===== src/rtl/isa_pkg.sv =====
// Shared ISA definitions for the fetch front-end: opcode constants, common
// types and the fetch FSM state encoding.
package isa_pkg;

    localparam logic [3:0] OPC_LABEL     = 4'hF;
    localparam logic [3:0] OPC_JMP       = 4'h7;
    localparam logic [3:0] OPC_BEQ0      = 4'h6;
    localparam logic [7:0] INSTR_HALT    = 8'hE0;
    localparam logic [7:0] INSTR_ILLEGAL = 8'hFF;

    typedef logic [3:0] label_idx_t;
    typedef logic [7:0] addr_t;
    typedef logic [7:0] instr_t;

    typedef enum logic [1:0] {
        IDLE,
        SCAN,
        RUN,
        HALTED
    } fetch_state_e;

    // Label index 15 shares its encoding with the illegal opcode, so it never names a label.
    function automatic logic is_label(instr_t ins);
        return (ins[7:4] == OPC_LABEL) && (ins[3:0] != 4'hF);
    endfunction

    function automatic logic is_stop(instr_t ins);
        return (ins == INSTR_HALT) || (ins == INSTR_ILLEGAL);
    endfunction

endpackage


===== src/rtl/label_table.sv =====
// Label address table: one write port used during the pre-scan, one
// asynchronous read port used by redirects, and a synchronous valid clear.
module label_table #(
    parameter int ADDR_W     = 8,
    parameter int NUM_LABELS = 16,
    parameter int IDX_W      = 4
) (
    input  logic              clk,
    input  logic              rst,
    input  logic              clr,
    input  logic              wr_en,
    input  logic [IDX_W-1:0]  wr_idx,
    input  logic [ADDR_W-1:0] wr_addr,
    input  logic [IDX_W-1:0]  rd_idx,
    output logic [ADDR_W-1:0] rd_addr,
    output logic              rd_valid
);

    logic [ADDR_W-1:0]     addrs [NUM_LABELS];
    logic [NUM_LABELS-1:0] valid;

    always_ff @(posedge clk) begin
        if (rst || clr) begin
            valid <= '0;
        end else if (wr_en) begin
            valid[wr_idx] <= 1'b1;
        end
    end

    // Address storage needs no reset: an entry is only read while its valid bit is set.
    always_ff @(posedge clk) begin
        if (wr_en) begin
            addrs[wr_idx] <= wr_addr;
        end
    end

    assign rd_addr  = addrs[rd_idx];
    assign rd_valid = valid[rd_idx];

endmodule


===== src/rtl/inst_fetch_unit.sv =====
// Instruction fetch front-end: pre-scans a program for label markers, then
// streams instructions to the decoder with stall, redirect and halt handling.
module inst_fetch_unit
    import isa_pkg::*;
#(
    parameter int ADDR_W     = 8,
    parameter int INSTR_W    = 8,
    parameter int NUM_LABELS = 16
) (
    input  logic                          clk_i,
    input  logic                          reset_i,
    input  logic                          start_i,
    input  logic [ADDR_W-1:0]             prog_base_i,
    output logic [ADDR_W-1:0]             address_o,
    input  logic [INSTR_W-1:0]            instruction_i,
    output logic [INSTR_W-1:0]            instr_o,
    output logic                          instr_valid_o,
    output logic [ADDR_W-1:0]             pc_o,
    input  logic                          stall_i,
    input  logic                          redirect_i,
    input  logic [$clog2(NUM_LABELS)-1:0] label_i,
    output logic                          busy_o,
    output logic                          done_o,
    output logic                          error_o
);

    localparam int LBL_W = $clog2(NUM_LABELS);

    fetch_state_e      state;
    logic [ADDR_W-1:0] fptr;
    logic [ADDR_W-1:0] base_q;
    logic [ADDR_W-1:0] fptr_inc;
    logic [ADDR_W-1:0] tbl_addr;
    logic              tbl_valid;
    logic              tbl_wr;
    logic              accept_start;
    logic              scan_last;
    logic              halt_out;

    assign fptr_inc     = fptr + ADDR_W'(1);
    assign address_o    = fptr;
    assign busy_o       = (state == SCAN) || (state == RUN);
    assign accept_start = start_i && ((state == IDLE) || (state == HALTED));
    assign tbl_wr       = (state == SCAN) && is_label(instruction_i);

    // Scan stops on a terminator or once every address from the base has been read.
    assign scan_last = is_stop(instruction_i) || (fptr_inc == base_q);

    // A halt already sitting valid on the decoder output retires the program.
    assign halt_out = instr_valid_o && is_stop(instr_o);

    label_table #(
        .ADDR_W     (ADDR_W),
        .NUM_LABELS (NUM_LABELS),
        .IDX_W      (LBL_W)
    ) u_labels (
        .clk      (clk_i),
        .rst      (reset_i),
        .clr      (accept_start),
        .wr_en    (tbl_wr),
        .wr_idx   (instruction_i[LBL_W-1:0]),
        .wr_addr  (fptr),
        .rd_idx   (label_i),
        .rd_addr  (tbl_addr),
        .rd_valid (tbl_valid)
    );

    always_ff @(posedge clk_i) begin
        if (reset_i) begin
            state         <= IDLE;
            fptr          <= '0;
            base_q        <= '0;
            instr_o       <= '0;
            pc_o          <= '0;
            instr_valid_o <= 1'b0;
            done_o        <= 1'b0;
            error_o       <= 1'b0;
        end else begin
            case (state)
                IDLE, HALTED: begin
                    if (start_i) begin
                        fptr          <= prog_base_i;
                        base_q        <= prog_base_i;
                        instr_valid_o <= 1'b0;
                        done_o        <= 1'b0;
                        error_o       <= 1'b0;
                        state         <= SCAN;
                    end
                end
                SCAN: begin
                    if (scan_last) begin
                        fptr  <= base_q;
                        state <= RUN;
                    end else begin
                        fptr <= fptr_inc;
                    end
                end
                RUN: begin
                    if (halt_out) begin
                        state         <= HALTED;
                        done_o        <= 1'b1;
                        instr_valid_o <= 1'b0;
                        if (instr_o == INSTR_ILLEGAL) begin
                            error_o <= 1'b1;
                        end
                    end else if (redirect_i) begin
                        // The redirect cycle is squashed whether or not the label exists.
                        instr_valid_o <= 1'b0;
                        if (tbl_valid) begin
                            fptr <= tbl_addr;
                        end else begin
                            error_o <= 1'b1;
                            state   <= HALTED;
                        end
                    end else if (!stall_i) begin
                        instr_o       <= instruction_i;
                        pc_o          <= fptr;
                        instr_valid_o <= 1'b1;
                        fptr          <= fptr_inc;
                    end
                end
                default: state <= IDLE;
            endcase
        end
    end

endmodule

===== config.mk =====
export PLATFORM = sky130hd
export DESIGN_NAME = inst_fetch_unit
export DESIGN_NICKNAME = d
export VERILOG_FILES = /design/src/rtl/isa_pkg.sv /design/src/rtl/label_table.sv /design/src/rtl/inst_fetch_unit.sv
export SDC_FILE = /design/constraint.sdc
export NUM_CORES = 1
export LEC_CHECK = 0
export CAP_MARGIN = 20
export CORE_MARGIN = 2
export CORE_UTILIZATION = 30
export DETAILED_ROUTE_END_ITERATION = 8
export PLACE_DENSITY_LB_ADDON = 0.12
export SYNTH_ARGS = -nofsm -noshare
export SYNTH_HDL_FRONTEND = slang
export SYNTH_SLANG_ARGS = --single-unit

===== constraint.sdc =====
create_clock -name clk_i -period 4.2 [get_ports clk_i]
set_input_delay 1.26 -clock clk_i [delete_from_list [all_inputs] [get_ports clk_i]]
set_output_delay 1.26 -clock clk_i [all_outputs]
set_load 0.05 [all_outputs]

* Word-level counts from Yosys, hierarchy flattened
Memory sizes are Yosys's and may differ from the RTL's.
Cells that the tools add are included.
** Operators by class
- Order comparisons :: 3
- Add/subtract/negate cells :: 1
- Bitwise operators :: 4
- Mux-type cells :: 31
- Equal/unequal tests :: 20
- Reduce and logical (&&, ||, !) cells :: 21
** Operators with widths (number)
- 2-to-1 mux 8 bit :: 6
- equality test 8 bit, second input constant :: 4
- one-hot mux 8 bit (3 select lines) :: 1
- bitwise OR 16 bit :: 1
- 2-to-1 mux 1 bit :: 13
- inequality test 3 bit, second input constant :: 4
- AND reduction 4 bit :: 3
- less-than comparator 4 x 5 -> 1 bit, second input constant :: 2
- 2-to-1 mux 2 bit :: 5
- adder 8 x 1 -> 8 bit, second input constant :: 1
- equality test 8 bit :: 1
- inequality test 2 bit, second input constant :: 4
- inequality test 4 bit, second input constant :: 2
- logical OR 1 bit :: 6
- one-hot mux 1 bit (2 select lines) :: 3
- one-hot mux 2 bit (3 select lines) :: 1
- AND reduction 3 bit :: 2
- logical AND 1 bit :: 5
- AND reduction 5 bit :: 1
- binary-select mux 1 bit (select 4 bit) :: 1
- demux 1 bit (select 4 bit) :: 1
- equality test 2 bit, second input constant :: 2
- equality test 4 bit, second input constant :: 1
- >= comparator 4 x 1 -> 1 bit, second input constant :: 1
- other kinds (7) :: 9
** Word-level totals
- Register bits after elaboration :: 53
- Memories kept :: 1
- Input port bits :: 25
- Bits in writable memories :: 128
- Output and inout bits :: 28
- Word-level logic and storage cells :: 90
** Memories
- u_labels.addrs :: depth 16, width 8, read ports 1, clocked after memory_dff 0, write ports 1, line label_table.sv:19 : logic [ADDR_W-1:0] addrs [NUM_LABELS];

* Depth between registers and ports, before layout
- Word-level depth :: 6
- Gate-level depth with buffers :: 10

* Modules after synthesis
Synthesis repeated with hierarchy kept, for this count alone.
** Unflattened totals
- Cell total of the unflattened synthesis :: 533
- Area total of the unflattened synthesis :: 7742.4 um^2
** Modules (own cells, without submodules)
- label_table :: area each 5561.6 um^2, cells each 263, instances 1
- inst_fetch_unit :: area each 2180.8 um^2, cells each 270, instances 1

* Worst setup path after synthesis
Ideal clock, no wire load.
- Path kind :: input port to flip-flop
- Start :: input label_i[1]
- End :: register fptr[0], in the netlist address_o[0]
- Path slack :: 1024 ps
- Cell stages on the path :: 8
- Required time :: 4083 ps
- Buffers on the path :: 2
- Arrival :: 3058 ps
- Cell sequence :: buf_2 -> buf_2 -> mux4_2 -> mux2i_1 -> a211oi_1 -> a2111oi_4 -> o211ai_1 -> a32o_1
** Between the ends
- Word-level cells in the longest chain between the ends :: 5
** Ends and longest elaborated chain
- start: declaration :: line inst_fetch_unit.sv:21 : input logic [$clog2(NUM_LABELS)-1:0] label_i,
- memory read (16 x 8 bit)
- 2-to-1 mux 8 bit :: line inst_fetch_unit.sv:109 : if (tbl_valid) begin
- 2-to-1 mux 8 bit :: line inst_fetch_unit.sv:106 : end else if (redirect_i) begin
- 2-to-1 mux 8 bit :: line inst_fetch_unit.sv:99 : if (halt_out) begin
- one-hot mux 8 bit (3 select lines) :: line inst_fetch_unit.sv:79 : case (state)
- end signal: assignment :: line inst_fetch_unit.sv:82 : fptr <= prog_base_i;
- end signal: assignment :: line inst_fetch_unit.sv:110 : fptr <= tbl_addr;
- end signal: assignment :: line inst_fetch_unit.sv:119 : fptr <= fptr_inc;
- end: declaration :: line inst_fetch_unit.sv:30 : logic [ADDR_W-1:0] fptr;
Several ways; a longest one is shown, not always the timed one. The select of a mux whose other input is x is not followed.
A chain may end at the register's enable or synchronous reset.

* Final worst setup path
- Start :: register fptr[7], in the netlist address_o[7]
- End :: output address_o[7]
** RTL lines
- start signal: assignment :: line inst_fetch_unit.sv:82
- start signal: assignment :: line inst_fetch_unit.sv:92 : fptr <= base_q;
- start signal: assignment :: line inst_fetch_unit.sv:95 : fptr <= fptr_inc;
- end: declaration :: line inst_fetch_unit.sv:14 : output logic [ADDR_W-1:0] address_o,
No word-level cell between the ends.

==> impl_metrics.yaml <==
worst_setup_path:
  cp_max_fo: 23
  required_ps: 2940
  path_class: "reg2out"
  start_kind: "register"
  max_stage_delay_ps: 960
  slowest_stage: "dfxtp_1"
  path_cells: "clkdlybuf4s50_1"
  crit_family: "flip-flops"
  cp_data_arrival_time_ps: 2350
  crit_buf_inv: 1
  crit_path_end_kind: "output pin"
floorplan:
  io_pins: 53
  num_rows: 59
  die_w_um: 166
  start_util: 0.304
  dieArea_um2: 27600
  die_h_um: 166
  core_area_um2: 25900
detailed_routing:
  routed_wl_um: 20800
  wl_per_cell_um: 21.1
  wl_met2_um: 10300
  wl_met3_um: 852
  wl_met1_um: 9360
  drtPass1Iterations: 4
  drc: 0
  highest_layer: "met4"
  vias_per_cell: 5.04
  antenna_left: 0
  vias: 4974
  drt_iter0_markers: 334
placed_design:
  place_congestion: 0.793
  io_buffers: 52
  place_hpwl_um: 13800
synthesis:
  synth_flop_cell: "edfxtp_1"
  synth_compound_area_frac: 0.0854
  synth_top_area_share: 0.487
  synth_edf_count: 128
  synth_mux_area_frac: 0.144
  synthCells: 557
  synth_xor_area_frac: 0.0197
  ys_seq_area_frac: 0.622
  ys_top_cells_by_area: "edfxtp_1, dfxtp_1, mux4_2"
  syn_avg_cell_area_um2: 14.2
  yosysWarningCount: 0
  synth_top_family_by_area: "multiplexers"
  synthDistinctLibCells: 68
  synthesis.area_um2: 7890
  synthAdderAreaFrac: 0.00635
  synthArstFlopShare: 0
  synth-seq-cells: 181
  synthSimpleGateAreaFrac: 0.0958
  yosysTopAreaCell: "edfxtp_1"
flow_run:
  drv_cap: 0
outcome:
  status: "finished clean"
min_path:
  hold_path.class: "reg2reg"
cts:
  ctsResizeCount: 0
  clk_pin_slew_worst_paths_ps: 70
  cts-buffers-inserted: 17
  h-tree-depth: 4
  cts_tree: "done"
  clock_sinks: 181
  post-cts-setup-buffers: 0
  cts_buffer_depth: 2
  clk_latency_ps: 440
  holdBufCountCts: 0
  clockRootBuffer: "clkbuf_16"
timing:
  fin_crit_sh: 0.859
  clock_skew_ps: 14.9
  tightest_slew_ps: 973
  period_needed_ps: 3610
  slew_headroom: 0.351
  finalSetupTns_ps: 0
  timing.fmax_mhz: 277
  drv_slew: 0
  grt_setup_unrepaired: "no"
  holdWs_ps: 467
  finalSetupViolations: 0
  hold_viol: 0
finish:
  post_route_cells_drive_above_1_share: 0.190
  num-fill-cells: 2468
  area_growth_pct: 21.3
  final_cell_mix: "edfxtp_1, dfxtp_1, clkdlybuf4s50_1, nor2_1, nand2_1"
  layout_commonest_cell: "edfxtp_1"
  multi_input_area_um2: 2800
  final_nets: 668
  regArea_um2: 4900
  n_antenna_cell: 0
global_routing:
  grt_max_degree: 36
  grt_usage: 0.155
  grt_remaining_overflow: 0
  antenna_found_initial: 0
  grt_pass1_wl_um: 31800
  grt_pass1_vias: 5068
power_and_ir_drop:
  finalPower_uw: 5070
  leakage_uw: 0.00324
  peakVddDrop_mv: 0.247
  p_per_area_nw_per_um2: 530
[routing by layer]
layer | up-vias | global-route usage
met2 | 127 | 0.254
met3 | 17 | 0.0248
met1 | 2544 | 0.210
met5 | - | 0
met4 | 0 | 0.0541
li1 | 2286 | -
[metrics by stage]
step,area (um^2),std cells,util,setup WS [ps]
3_3_place_gp,8970,954,0.346,485
6_report,9560,987,0.369,591
3_5_place_dp,8970,954,0.346,419
2_1_floorplan,7910,564,-,1020
4_1_cts,9560,986,0.369,540
5_1_grt,9560,987,0.369,493
[registers in the layout, summed over array words and instances, names as in the netlist]
signal and count:
done_o 1, u_labels.addrs 128, u_labels.valid 16, address_o 8
pc_o 8, instr_o 8, error_o 1, instr_valid_o 1
state 2, base_q 8
[power breakdown]
group	internal (uW)	leakage, uW	switching [uW]
combinational	465	0.00135	753
clock	859	0.000281	731
sequential	2110	0.00161	149
total	3430	0.00324	1630
[worst paths after layout]
| path | to | cells past startpoint | from | slack, ps |
|---|---|---|---|---|
| worst max-delay path | address_o[7] | 1 | address_o[7] | 590 |
| worst min register to register | u_labels.valid[5] | 1 | u_labels.valid[5] | 470 |
| worst min-delay path | u_labels.valid[5] | 1 | u_labels.valid[5] | 470 |
| worst max register to register | address_o[3] | 8 | address_o[0] | 950 |
[cells by family (layout without fill, tap and decap cells)]
group	count (synthesis)	after routing
buffers and inverters	42	130
adders and majority gates	4	4
xor gates and xnor gates	16	16
muxes	68	68
AOI/OAI and AO/OA	90	90
other	1	8
and+or+nand+nor	155	155
DFF	181	181
[synth_stat cells, drive strengths merged (4+ instances only)]
cell type,n
inv,11
dfxtp,53
mux2i,26
mux2,6
clkbuf,14
mux4,36
o21ai,7
and3,6
edfxtp,128
nand3,9
a211oi,8
nand2,44
nor3,16
o211ai,4
o21a,15
xnor2,10
nor2b,5
and2,4
a32o,4
a21oi,28
ha,4
buf,17
xor2,5
nor2,46
[cell type report]
class | instances | share of cell area
Sequential cell | 181 | 0.513
Multi-Input combinational cell | 341 | 0.293
Tap cell | 335 | 0.0438
Clock inverter | 12 | 0.0145
Timing Repair Buffer | 87 | 0.0848
Inverter | 11 | 0.00432
Clock buffer | 20 | 0.0467
(Power assumes the default switching activity.)
